`src/rtl/uart_tx_fifo_scheduler_if.sv`:
```
// Bus bundle between uart_tx_fifo_scheduler and its producers, byte FIFO and UART transmitter.
// flag_err exists only when FIFO_FLAG_CHECK_EN is defined.
interface uart_tx_fifo_scheduler_if #(
  parameter int unsigned DATA_W = 8,
  parameter int unsigned DEPTH  = 32
);
  localparam int unsigned LVL_W = $clog2(DEPTH + 1);

  logic              req0_valid;
  logic [DATA_W-1:0] req0_data;
  logic              req0_ready;
  logic              req1_valid;
  logic [DATA_W-1:0] req1_data;
  logic              req1_ready;
  logic              fifo_en;
  logic              fifo_rst;
  logic              fifo_wr;
  logic              fifo_rd;
  logic [DATA_W-1:0] fifo_din;
  logic [DATA_W-1:0] fifo_dout;
  logic              fifo_empty;
  logic              fifo_full;
  logic              tx_start;
  logic [DATA_W-1:0] tx_data;
  logic              tx_busy;
  logic [LVL_W-1:0]  level;
`ifdef FIFO_FLAG_CHECK_EN
  logic              flag_err;
`endif

  // Scheduler side
  modport master (
    input  req0_valid, req0_data, req1_valid, req1_data,
    output req0_ready, req1_ready,
    output fifo_en, fifo_rst, fifo_wr, fifo_rd, fifo_din,
    input  fifo_dout, fifo_empty, fifo_full,
    output tx_start, tx_data,
    input  tx_busy,
    output level
`ifdef FIFO_FLAG_CHECK_EN
    , output flag_err
`endif
  );

  // Environment side: producers, FIFO and transmitter
  modport slave (
    output req0_valid, req0_data, req1_valid, req1_data,
    input  req0_ready, req1_ready,
    input  fifo_en, fifo_rst, fifo_wr, fifo_rd, fifo_din,
    output fifo_dout, fifo_empty, fifo_full,
    input  tx_start, tx_data,
    output tx_busy,
    input  level
`ifdef FIFO_FLAG_CHECK_EN
    , input flag_err
`endif
  );
endinterface

```
`src/rtl/uart_tx_fifo_scheduler.sv`:
```
// Round-robin merge of two byte producers into a shared UART FIFO and drain FSM into the transmitter.
// Optional FIFO_FLAG_CHECK_EN adds a sticky flag_err comparing FIFO flags against the local level.
module uart_tx_fifo_scheduler #(
  parameter int unsigned DATA_W       = 8,
  parameter int unsigned DEPTH        = 32,
  parameter int unsigned TX_GAP       = 0,
  parameter int unsigned BUSY_TIMEOUT = 4
) (
  input  logic                      Clk,
  input  logic                      Rst,
  uart_tx_fifo_scheduler_if.master  bus
);
  localparam int unsigned LVL_W = $clog2(DEPTH + 1);
  localparam int unsigned GAP_W = 8;
  localparam int unsigned TO_W  = $clog2(BUSY_TIMEOUT + 1);

  typedef enum logic [2:0] {
    IDLE, RD_REQ, RD_WAIT, LAUNCH, WAIT_HI, WAIT_LO, GAP
  } state_t;

  state_t             state;
  state_t             state_nx;
  logic [LVL_W-1:0]   level_q;
  logic               last_grant;
  logic [DATA_W-1:0]  tx_data_q;
  logic               tx_start_q;
  logic               fifo_rd_q;
  logic [GAP_W-1:0]   gap_cnt;
  logic [TO_W-1:0]    to_cnt;

  logic               slot_free;
  logic               grant1;
  logic               wr0;
  logic               wr1;
  logic               wr_c;
  logic               gap_done;
  logic               to_done;

  // Write arbitration: never grants in the read cycle or when the local count is full
  always_comb begin
    slot_free = (state != RD_REQ) && (level_q < LVL_W'(DEPTH));
    grant1    = bus.req1_valid && (!bus.req0_valid || !last_grant);
    wr1       = slot_free && grant1;
    wr0       = slot_free && bus.req0_valid && !grant1;
    wr_c      = wr0 || wr1;
  end

  assign bus.req0_ready = wr0;
  assign bus.req1_ready = wr1;
  assign bus.fifo_en    = 1'b1;
  assign bus.fifo_rst   = Rst;
  assign bus.fifo_wr    = wr_c;
  assign bus.fifo_din   = grant1 ? bus.req1_data : bus.req0_data;
  assign bus.fifo_rd    = fifo_rd_q;
  assign bus.tx_start   = tx_start_q;
  assign bus.tx_data    = tx_data_q;
  assign bus.level      = level_q;

  // State register
  always_ff @(posedge Clk) begin
    if (Rst) state <= IDLE;
    else     state <= state_nx;
  end

  // Drain FSM next state
  always_comb begin
    state_nx = state;
    gap_done = (TX_GAP == 0) || (gap_cnt == GAP_W'(TX_GAP - 1));
    to_done  = (to_cnt == TO_W'(BUSY_TIMEOUT - 1));
    case (state)
      IDLE:    if ((level_q != '0) && !bus.tx_busy) state_nx = RD_REQ;
      RD_REQ:  state_nx = RD_WAIT;
      RD_WAIT: state_nx = LAUNCH;
      LAUNCH:  state_nx = WAIT_HI;
      WAIT_HI: begin
        if (bus.tx_busy)  state_nx = WAIT_LO;
        else if (to_done) state_nx = GAP;
      end
      WAIT_LO: if (!bus.tx_busy) state_nx = GAP;
      GAP:     if (gap_done) state_nx = IDLE;
      default: state_nx = IDLE;
    endcase
  end

  // Occupancy, grant history, strobes and transmit byte
  always_ff @(posedge Clk) begin
    if (Rst) begin
      level_q    <= '0;
      last_grant <= 1'b1;
      tx_data_q  <= '0;
      tx_start_q <= 1'b0;
      fifo_rd_q  <= 1'b0;
      gap_cnt    <= '0;
      to_cnt     <= '0;
    end else begin
      tx_start_q <= (state_nx == LAUNCH);
      fifo_rd_q  <= (state_nx == RD_REQ);
      if (state == RD_WAIT) tx_data_q <= bus.fifo_dout;
      if (wr_c) begin
        level_q    <= level_q + LVL_W'(1);
        last_grant <= grant1;
      end else if (state == RD_REQ) begin
        level_q <= level_q - LVL_W'(1);
      end
      gap_cnt <= ((state == GAP) && (state_nx == GAP)) ? gap_cnt + GAP_W'(1) : '0;
      to_cnt  <= ((state == WAIT_HI) && (state_nx == WAIT_HI)) ? to_cnt + TO_W'(1) : '0;
    end
  end

`ifdef FIFO_FLAG_CHECK_EN
  logic prev_io;
  logic flag_err_q;

  // Flags are only trusted once a cycle has passed without a FIFO access
  always_ff @(posedge Clk) begin
    if (Rst) begin
      prev_io    <= 1'b0;
      flag_err_q <= 1'b0;
    end else begin
      prev_io <= wr_c || fifo_rd_q;
      if (!prev_io && (((level_q == '0) != bus.fifo_empty) ||
                       ((level_q == LVL_W'(DEPTH)) != bus.fifo_full)))
        flag_err_q <= 1'b1;
    end
  end

  assign bus.flag_err = flag_err_q;
`else
  logic unused_flags;
  assign unused_flags = bus.fifo_empty ^ bus.fifo_full;
`endif

endmodule

```
`src/flat_wrapper.sv`:
```
// flat-port wrapper written by rule: the top's interface ports become plain ports
module uart_tx_fifo_scheduler_flat 
#(
  parameter int unsigned DATA_W       = 8,
  parameter int unsigned DEPTH        = 32,
  parameter int unsigned TX_GAP       = 0,
  parameter int unsigned BUSY_TIMEOUT = 4
)
  (Clk, Rst, bus_req0_valid, bus_req0_data, bus_req1_valid, bus_req1_data, bus_req0_ready, bus_req1_ready, bus_fifo_en, bus_fifo_rst, bus_fifo_wr, bus_fifo_rd, bus_fifo_din, bus_fifo_dout, bus_fifo_empty, bus_fifo_full, bus_tx_start, bus_tx_data, bus_tx_busy, bus_level);
  uart_tx_fifo_scheduler_if #(.DATA_W(DATA_W), .DEPTH(DEPTH)) bus_i ();
  input  logic Clk;
  input  logic Rst;
  input wire logic [$bits(bus_i.req0_valid)-1:0] bus_req0_valid;
  input wire logic [$bits(bus_i.req0_data)-1:0] bus_req0_data;
  input wire logic [$bits(bus_i.req1_valid)-1:0] bus_req1_valid;
  input wire logic [$bits(bus_i.req1_data)-1:0] bus_req1_data;
  output wire logic [$bits(bus_i.req0_ready)-1:0] bus_req0_ready;
  output wire logic [$bits(bus_i.req1_ready)-1:0] bus_req1_ready;
  output wire logic [$bits(bus_i.fifo_en)-1:0] bus_fifo_en;
  output wire logic [$bits(bus_i.fifo_rst)-1:0] bus_fifo_rst;
  output wire logic [$bits(bus_i.fifo_wr)-1:0] bus_fifo_wr;
  output wire logic [$bits(bus_i.fifo_rd)-1:0] bus_fifo_rd;
  output wire logic [$bits(bus_i.fifo_din)-1:0] bus_fifo_din;
  input wire logic [$bits(bus_i.fifo_dout)-1:0] bus_fifo_dout;
  input wire logic [$bits(bus_i.fifo_empty)-1:0] bus_fifo_empty;
  input wire logic [$bits(bus_i.fifo_full)-1:0] bus_fifo_full;
  output wire logic [$bits(bus_i.tx_start)-1:0] bus_tx_start;
  output wire logic [$bits(bus_i.tx_data)-1:0] bus_tx_data;
  input wire logic [$bits(bus_i.tx_busy)-1:0] bus_tx_busy;
  output wire logic [$bits(bus_i.level)-1:0] bus_level;
  assign bus_i.req0_valid = bus_req0_valid;
  assign bus_i.req0_data = bus_req0_data;
  assign bus_i.req1_valid = bus_req1_valid;
  assign bus_i.req1_data = bus_req1_data;
  assign bus_req0_ready = bus_i.req0_ready;
  assign bus_req1_ready = bus_i.req1_ready;
  assign bus_fifo_en = bus_i.fifo_en;
  assign bus_fifo_rst = bus_i.fifo_rst;
  assign bus_fifo_wr = bus_i.fifo_wr;
  assign bus_fifo_rd = bus_i.fifo_rd;
  assign bus_fifo_din = bus_i.fifo_din;
  assign bus_i.fifo_dout = bus_fifo_dout;
  assign bus_i.fifo_empty = bus_fifo_empty;
  assign bus_i.fifo_full = bus_fifo_full;
  assign bus_tx_start = bus_i.tx_start;
  assign bus_tx_data = bus_i.tx_data;
  assign bus_i.tx_busy = bus_tx_busy;
  assign bus_level = bus_i.level;
  uart_tx_fifo_scheduler #(.DATA_W(DATA_W), .DEPTH(DEPTH), .TX_GAP(TX_GAP), .BUSY_TIMEOUT(BUSY_TIMEOUT)) u_core (.Clk(Clk), .Rst(Rst), .bus(bus_i));
endmodule
```
`config.mk`:
```
export PLATFORM = sky130hd
export DESIGN_NAME = uart_tx_fifo_scheduler_flat
export DESIGN_NICKNAME = d
export VERILOG_FILES = /design/src/rtl/uart_tx_fifo_scheduler_if.sv /design/src/rtl/uart_tx_fifo_scheduler.sv /design/src/flat_wrapper.sv
export SDC_FILE = /design/constraint.sdc
export NUM_CORES = 1
export LEC_CHECK = 0
export BUFFER_PORTS_ARGS = -buffer_cell sky130_fd_sc_hd__buf_2
export CORE_MARGIN = 3
export CORE_UTILIZATION = 48
export DETAILED_ROUTE_END_ITERATION = 12
export GPL_TIMING_DRIVEN = 0
export PLACE_DENSITY = 0.92
export SLEW_MARGIN = 20
export SYNTH_ARGS = -nofsm -noshare
export SYNTH_HDL_FRONTEND = slang
export SYNTH_SLANG_ARGS = --single-unit
```
`constraint.sdc`:
```
create_clock -name Clk -period 3 [get_ports Clk]
set_input_delay 0.3 -clock Clk [delete_from_list [all_inputs] [get_ports Clk]]
set_output_delay 0.3 -clock Clk [all_outputs]
set_load 0.05 [all_outputs]
```
==> impl_metrics.env <==
export IMPL_path_class="reg -> reg"
export IMPL_drt_iter0_drc=27
export IMPL_dp_hpwl_um=2510
export IMPL_cap_viol_max_count=0
export IMPL_ys_top_cells_by_count="23 x dfxtp_1, 21 x nand2_1, 14 x a21oi_1"
export IMPL_setup_viol=0
export IMPL_grt_usage_pct=19.9
export IMPL_core_um2=2300
export IMPL_postCtsSetupRepairBufs=0
export IMPL_period_share_pct=71.1
export IMPL_peakVddDrop_mv=0.566
export IMPL_ioPinCount=60
export IMPL_nets=230
export IMPL_min_from="bus_fifo_dout[1]"
export IMPL_ys_ff_latch=23
export IMPL_cts_hold_buf=0
export IMPL_endpoint="u_core.bus.level[4]"
export IMPL_routedWlPerCell_um=13.9
export IMPL_yosys_top_cells_area="dfxtp_1 38%, mux2_2 7.5%, nand2_1 6.5%, ha_1 6.2%, a21oi_1 5.8%"
export IMPL_hold_depth=3
export IMPL_dp_cells=215
export IMPL_finalClockSkew_ns=0.00495
export IMPL_area_delta_synth_final_pct=28.8
export IMPL_num_rows=17
export IMPL_power_leakage_nw=0.741
export IMPL_fin_tns_setup_ns=0
export IMPL_async_flop_share_pct=0
export IMPL_n_antenna_cell=0
export IMPL_root_buffer="clkbuf_4"
export IMPL_yosysTopAreaCellShare_pct=38.1
export IMPL_setup_slack_ns=0.868
export IMPL_dr_pass1_iters=4
export IMPL_grt_pass1_vias=1093
export IMPL_hp_class="in -> reg"
export IMPL_cp_startpoint="u_core.state[2]"
export IMPL_syn_inst=131
export IMPL_fin_crit_ns=2.13
export IMPL_end_kind="register"
export IMPL_grt_max_degree=14
export IMPL_reg2reg_slack_ns=0.87
export IMPL_antenna_found_initial=0
export IMPL_cts_tree="built"
export IMPL_avgSynthCellArea_um2=9.22
export IMPL_avgViaCountPerCell=5.24
export IMPL_clock_latency_ns=0.32
export IMPL_vias=1147
export IMPL_slew_viol_final=0
export IMPL_r2r_start="u_core.state[2]"
export IMPL_final_cells=219
export IMPL_yosysWarnings=0
export IMPL_cts_resized=0
export IMPL_drc=0
export IMPL_rsz0062_at_grt="no"
export IMPL_path_clk_slew_ns=0.13
export IMPL_die_w_um=56.2
export IMPL_grt_pass1_wl_um=4920
export IMPL_cts_buffers=3
export IMPL_worst_ep_required_time_ns=3.21
export IMPL_synth_seq_area_share_pct=38.1
export IMPL_synth_most_common_cell="dfxtp_1"
export IMPL_ff2ff_path_depth=8
export IMPL_antenna_left=0
export IMPL_ys_types=39
export IMPL_synth_main_ff_cell="dfxtp_1"
export IMPL_synthesis_area_um2=1210
export IMPL_finalPower_w=0.00158
export IMPL_start_kind="register"
export IMPL_fp_dieH_um=56.2
export IMPL_pre_cts_ws_ns=0.891
export IMPL_final_layout_size_suffix_gt1_share_pct=41.9
export IMPL_clock_path_buffers=2
export IMPL_crit_fanout=7
export IMPL_hold_viol=0
export IMPL_place_gp_congestion=0.761
export IMPL_initial_core_util_pct=52.6
export IMPL_reg2reg_to="u_core.bus.level[4]"
export IMPL_synth_edf_count=0
export IMPL_gr_total_overflow=0
export IMPL_clock_sinks=23
export IMPL_htreeDepth=1
export IMPL_power_density_nw_per_um2=1020
export IMPL_die_area_um2=3150
export IMPL_nFillCells=189
export IMPL_status="finished, final reports clean"
export IMPL_worstPathArrival_ns=2.34
export IMPL_drt_wl_total_um=3050
export IMPL_synth_top_area_cell="dfxtp_1"
export IMPL_synth_nets=169
export IMPL_numPortBuffers=56
export IMPL_fmax_ghz=0.469
[worst min path at each step]
| stage | endpoint | slack (ns) |
|---|---|---|
| after floorplan | u_core.to_cnt[0] | 0.40 |
| after global placement | u_core.to_cnt[0] | 0.41 |
| after detailed placement | u_core.to_cnt[0] | 0.42 |
| after CTS | u_core.bus.tx_data[1] | 0.21 |
| after global routing | u_core.bus.tx_data[0] | 0.19 |
| final | u_core.bus.tx_data[1] | 0.21 |
[registers in the layout, summed over array words and instances (netlist names)]
| register | cells |
|---|---|
| u_core.bus.fifo_rd | 1 |
| u_core.bus.level | 6 |
| u_core.bus.tx_data | 8 |
| u_core.bus.tx_start | 1 |
| u_core.last_grant | 1 |
| u_core.state | 3 |
| u_core.to_cnt | 3 |
[cells by family (layout without fill, tap and decap cells)]
family                     after synthesis  in the layout  share of synthesized area (%)
DFF                                     23             23                           38.1
muxes                                    9              9                           8.29
xor gates and xnor gates                 4              4                           2.90
buffers and inverters                    7             67                           3.52
and+or+nand+nor                         52             52                           23.1
AOI/OAI and AO/OA                       28             28                           15.9
other                                    1              1                          0.311
adders and majority gates                7              7                           7.88
[cell type report]
type	count	area (um^2)	share of cell area [%]
Buffer	4	31.3	2.01
Clock inverter	1	5.00	0.322
Tap cell	28	35.0	2.25
Multi-Input combinational cell	101	709	45.6
Sequential cell	23	460	29.6
Clock buffer	3	22.5	1.45
Timing Repair Buffer	56	280	18.0
Inverter	3	11.3	0.724
[layer usage]
metal	vias to the layer above	part of all wire, %	track usage [%]
met4	0	1.7	8.14
met3	5	8.3	5.34
met2	48	53	37.2
li1	578	-	-
met5	-	0	0
met1	516	37	20.7
[cell usage in the layout (no fill, tap or decap), drive strengths merged]
cell          count
nand2b            3
nand2            21
dfxtp            23
o21bai            3
mux2              8
mux2i             1
and2b             1
clkbuf            4
and4bb            1
a221o             1
clkinv            1
and2              1
nand3             1
conb              1
nor3b             1
nor2             13
xnor2             3
and4              1
a211oi            2
nor4b             1
ha                6
nor3              3
xor2              1
and3              1
a21oi            15
a21boi            1
a221oi            1
buf              58
nor4              2
a31oi             1
nor2b             2
inv               3
a21o              2
dlymetal6s2s      1
fa                1
o22ai             2
[power breakdown]
group / total [W] / internal (W) / switching (W) / leakage [nW]
logic: 0.000965 / 0.000330 / 0.000636 / 0.535
registers: 0.000473 / 0.000384 / 0.0000887 / 0.188
clock network: 0.000146 / 0.0000500 / 0.0000958 / 0.0177
total: 0.00158 / 0.000763 / 0.000820 / 0.741
[per-stage QoR]
stage	hold WS [ns]	cell area (um^2)	utilization (%)
2_1_floorplan	0.397	1210	-
3_3_place_gp	0.406	1530	66.5
3_5_place_dp	0.423	1530	66.5
4_1_cts	0.209	1560	67.7
5_1_grt	0.193	1560	67.7
6_report	0.211	1560	67.7
[worst max-delay path, cell delays in order (launching register included)]
cell	delay [ns]
dfxtp_1	0.56
nor3b_4	0.10
nor3_2	0.19
inv_1	0.15
fa_1	0.43
a21o_1	0.17
a21oi_1	0.16
xor2_1	0.16
o22ai_1	0.10
Note: power is estimated with default switching activity, not from simulation.
